$ cat config.mk
export PLATFORM = sky130hd
export DESIGN_NAME = mem_store_ctrl
export DESIGN_NICKNAME = d
export VERILOG_FILES = /design/src/rtl/mem_store_ctrl.sv
export SDC_FILE = /design/constraint.sdc
export NUM_CORES = 1
export LEC_CHECK = 0
export CORE_UTILIZATION = 45
export CTS_CLUSTER_SIZE = 25
export DETAILED_ROUTE_END_ITERATION = 16
export PLACE_DENSITY = 0.83
export SYNTH_ARGS = -nofsm -noshare
export SYNTH_HDL_FRONTEND = slang
export SYNTH_SLANG_ARGS = --single-unit
$ cat constraint.sdc
create_clock -name clk -period 3.1 [get_ports clk]
set_input_delay 0.465 -clock clk [delete_from_list [all_inputs] [get_ports clk]]
set_output_delay 0.465 -clock clk [all_outputs]
set_load 0.1 [all_outputs]
$ cat src/rtl/mem_store_ctrl.sv
// Single-word store sequencer to data memory: IDLE -> SETUP -> WRITE -> DONE.
// Latency: accept edge N, write strobe from N+2, done/err pulse one cycle after ack or timeout.
// Backpressure: Store_ready is low while busy; requests seen while busy are dropped, not queued.
module mem_store_ctrl #(
    parameter int DATA_W  = 16,
    parameter int ADDR_W  = 16,
    parameter int TIMEOUT = 15
) (
    input  logic              clk,
    input  logic              reset,
    input  logic              Store_req,
    input  logic [ADDR_W-1:0] AR_in,
    input  logic [DATA_W-1:0] MDR_in,
    output logic              Store_ready,
    output logic [ADDR_W-1:0] Mem_Addr_Bus,
    output logic [DATA_W-1:0] Mem_Data_Out,
    output logic              Mem_Wr_En,
    input  logic              Mem_Ack,
    output logic              Store_done,
    output logic              Store_err
);

    typedef enum logic [1:0] {IDLE, SETUP, WRITE, DONE} state_t;

    localparam logic [7:0] LAST_WAIT = 8'(TIMEOUT - 1);

    state_t     state, next_state;
    logic [7:0] wait_cnt, wait_cnt_d;
    logic       ok_d;

    always_comb begin
        next_state = state;
        wait_cnt_d = wait_cnt;
        ok_d       = 1'b0;
        case (state)
            IDLE: begin
                if (Store_req) next_state = SETUP;
            end
            SETUP: begin
                next_state = WRITE;
                wait_cnt_d = 8'd0;
            end
            WRITE: begin
                wait_cnt_d = wait_cnt + 8'd1;
                // Ack takes priority over an expiring wait window.
                if (Mem_Ack) begin
                    next_state = DONE;
                    ok_d       = 1'b1;
                end else if (wait_cnt == LAST_WAIT) begin
                    next_state = DONE;
                end
            end
            DONE: begin
                next_state = IDLE;
            end
            default: next_state = IDLE;
        endcase
    end

    // Outputs are registered from the next state so they line up with the state they describe.
    always_ff @(posedge clk) begin
        if (reset) begin
            state        <= IDLE;
            wait_cnt     <= 8'd0;
            Mem_Addr_Bus <= '0;
            Mem_Data_Out <= '0;
            Mem_Wr_En    <= 1'b0;
            Store_ready  <= 1'b1;
            Store_done   <= 1'b0;
            Store_err    <= 1'b0;
        end else begin
            state    <= next_state;
            wait_cnt <= wait_cnt_d;
            if (state == IDLE && Store_req) begin
                Mem_Addr_Bus <= AR_in;
                Mem_Data_Out <= MDR_in;
            end
            Mem_Wr_En   <= (next_state == WRITE);
            Store_ready <= (next_state == IDLE);
            Store_done  <= (next_state == DONE) && ok_d;
            Store_err   <= (next_state == DONE) && !ok_d;
        end
    end

endmodule

==> impl_metrics.py <==
metrics = {
    "outcome": {
        "status": "completed",
    },
    "synthesis": {
        "async_reset_ff_share_pct": 0,
        "synth_area_per_cell_um2": 8.142,
        "synth_common_cells": "nand2_1, dfxtp_1, a21oi_1, inv_1",
        "seq_area_frac_synth_pct": 52.61,
        "yosys.area.top_type": "dfxtp_1",
        "synth_area_um2": 1750,
        "synth.most_common_cell": "nand2_1",
        "synth_edf_count": 0,
        "ys.flop_type": "dfxtp_1",
        "yosys-top-cells-area": "dfxtp_1, nand2_1, a21oi_1",
        "synthesis.yosys.warnings": 0,
        "synthCells": 215,
        "synth_cell_types": 29,
        "ys_ff_latch": 46,
        "yosys.area.top_type_share_pct": 52.61,
        "syn-num-nets": 256,
    },
    "floorplan": {
        "rows": 22,
        "die_x_um": 64.37,
        "initial_core_util_pct": 47.46,
        "coreArea_um2": 3689,
        "dieArea_um2": 4144,
        "ios": 72,
        "die_h_um": 64.37,
    },
    "clock_tree": {
        "cts_buffer_depth": 2,
        "cts_root_buffer": "clkbuf_8",
        "htree_levels": 2,
        "clock_sinks": 46,
        "cts_resized": 0,
        "clk-insertion-delay-late_ns": 0.29,
        "post_cts_buffers": 0,
        "numCtsBuffers": 5,
        "clk_pin_slew_ns": 0.08,
        "cts_tree": "done",
        "holdBufCountCts": 0,
    },
    "timing": {
        "fin_crit_sh_pct": 61.03,
        "setup-tns-final_ns": 0,
        "worstMarginPinSlew_ns": 1.001,
        "min_period_ns": 1.892,
        "relSlewSlack_pct": 33.08,
        "fmax_mhz": 528.6,
        "final_hold_viol_count": 0,
        "setup_viol": 0,
        "rsz0062_at_grt": "no",
        "slew_viol_final": 0,
        "layout_setup_ws_ns": 1.208,
        "finClkSkew_ns": 0.005269,
    },
    "worst_setup_path": {
        "path_cells": "inv_1 -> ha_1 -> nand2_1 -> nand2_1 -> a21oi_1",
        "worstPathMaxFanout": 32,
        "reg2reg_depth": 5,
        "worstSetupPathType": "flop to flop",
        "rrSetupSlack_ns": 1.21,
        "arrival_ns": 2.10,
        "slowest_stage": "nand2_1",
        "start_kind": "flop",
        "crit_required_ns": 3.31,
        "crit_top_cell": "nand2_1",
        "slowest_delay_ns": 0.73,
        "reg2reg_from": "state[0]",
        "reg2reg_to": "Mem_Data_Out[3]",
        "endpoint_kind": "flop",
    },
    "power": {
        "leakage_nw": 1.029,
        "power_density_nw_per_um2": 1026,
        "vdd_drop_max_mv": 0.6788,
    },
    "global_routing": {
        "grt_max_degree": 33,
        "grt_pass1_vias": 1437,
        "antenna_found_initial": 0,
        "grt_pass1_wl_um": 6437,
        "overflow": 0,
        "grt_use_total_pct": 19.89,
    },
    "min_path": {
        "hold_end": "Mem_Data_Out[1]",
        "worstHoldPathType": "flop to flop",
        "whs_path_depth": 2,
        "hp-start": "Mem_Data_Out[1]",
    },
    "routing": {
        "drt_iter0_drc": 132,
        "routedWlPerCell_um": 12.05,
        "detail_route.first_pass.iterations": 4,
        "avgViaCountPerCell": 4.910,
        "drc": 0,
        "drt_wl_total_um": 3999,
        "via_count": 1630,
        "ant_nets": 0,
    },
    "placement": {
        "place.detailed.hpwl_um": 2878,
        "pre_cts_slack_ns": 0.9768,
        "portBuffers": 71,
        "postPlaceCellArea_um2": 2392,
        "place_inst": 324,
        "gp_congestion": 0.8237,
    },
    "finish": {
        "fin_area_um2": 2499,
        "fin_cells": 332,
        "area_growth_pct": 42.75,
        "seq_area_um2": 920.9,
        "multiInputGateArea_um2": 749.5,
        "drive_gt1_share_pct": 16.55,
        "fill_cells": 328,
        "final_util_pct": 67.74,
        "layout.nets": 324,
        "antenna_cells": 0,
    },
    "job": {
        "max_cap_viol_count": 0,
    },
}
## logic make-up after synthesis
logic type,count (synthesis),share of synthesized area (%)
AO/OA/AOI/OAI,47,14.51
buffers and inverters,19,4.575
XOR/XNOR,3,1.501
adder cells (fa/ha/maj),5,3.574
AND/OR/NAND/NOR,95,23.23
flip-flops,46,52.61
## state kept, by name (all words and copies together), names as in the netlist
| signal | flops |
|---|---|
| Store_done | 1 |
| Mem_Addr_Bus | 16 |
| Store_err | 1 |
| Store_ready | 1 |
| Mem_Data_Out | 16 |
| Mem_Wr_En | 1 |
| wait_cnt | 8 |
| state | 2 |
## cell type report
cell class	count	area share, %
Inverter	7	1.052
Multi-Input combinational cell	150	29.99
Clock inverter	1	1.202
Sequential cell	46	36.86
Clock buffer	7	3.055
Tap cell	48	2.404
Timing Repair Buffer	73	25.44
## through the flow
| stage | hold WS [ns] | total power, mW |
|---|---|---|
| CTS | 0.4593 | 2.580 |
| global placement | 0.4417 | 2.135 |
| finish | 0.4566 | 2.564 |
| detailed placement | 0.4476 | 2.154 |
| floorplan | 0.4583 | 1.878 |
| global route | 0.4818 | 2.696 |
## metal layers
| layer | part of all wire [%] | track usage [%] | up-vias |
|---|---|---|---|
| li1 | - | - | 843 |
| met1 | 44 | 23.99 | 729 |
| met2 | 48 | 34.61 | 56 |
| met3 | 6.9 | 5.000 | 2 |
| met4 | 0.75 | 5.833 | 0 |
| met5 | 0 | 0 | - |
## worst max-delay path by stage
stage | startpoint | to | slack, ns
floorplan | state[0] | Store_ready | 1.62
global placement | Store_req | Mem_Addr_Bus[13] | 1.03
detailed placement | Store_req | Mem_Addr_Bus[11] | 0.98
CTS | state[0] | Mem_Addr_Bus[14] | 1.19
global route | state[0] | Mem_Data_Out[3] | 0.96
finish | state[0] | Mem_Data_Out[3] | 1.21
## critical path, delay by kind of cell (launching register included)
family	cells	cell delay, ns
buffers and inverters	1	0.12
AND/OR/NAND/NOR	2	0.85
AO/OA/AOI/OAI	1	0.18
adder cells (fa/ha/maj)	1	0.22
flip-flops	1	0.43
## cell usage in the layout, fill, tap and decap left out
master and n:
nand2_1 70, dfxtp_1 46, buf_4 38, a21oi_1 37, clkdlybuf4s50_1 35, inv_1 6, nor2_1 5, ha_1 5
clkbuf_8 5, or3_1 4, nand3_1 4, o21ai_0 3, nand4_1 3, xor2_1 3, nor3_1 3, a211oi_1 2
clkbuf_1 2, and2_1 1, nor4_1 1, and3_2 1, a21o_1 1, nor3b_1 1, o21bai_1 1, nand4_2 1
inv_2 1, o21ai_1 1, a221o_1 1, nand2b_1 1, a22o_1 1, bufinv_16 1
## report_power, final
group          total [mW]  internal (mW)  leakage [nW]  switching (mW)
Sequential          0.773          0.706         0.376          0.0671
Clock               0.426          0.241        0.0524           0.184
Combinational        1.37          0.306         0.601            1.06
Total                2.56           1.25          1.03            1.31
Power figures use the tool's default switching activity.
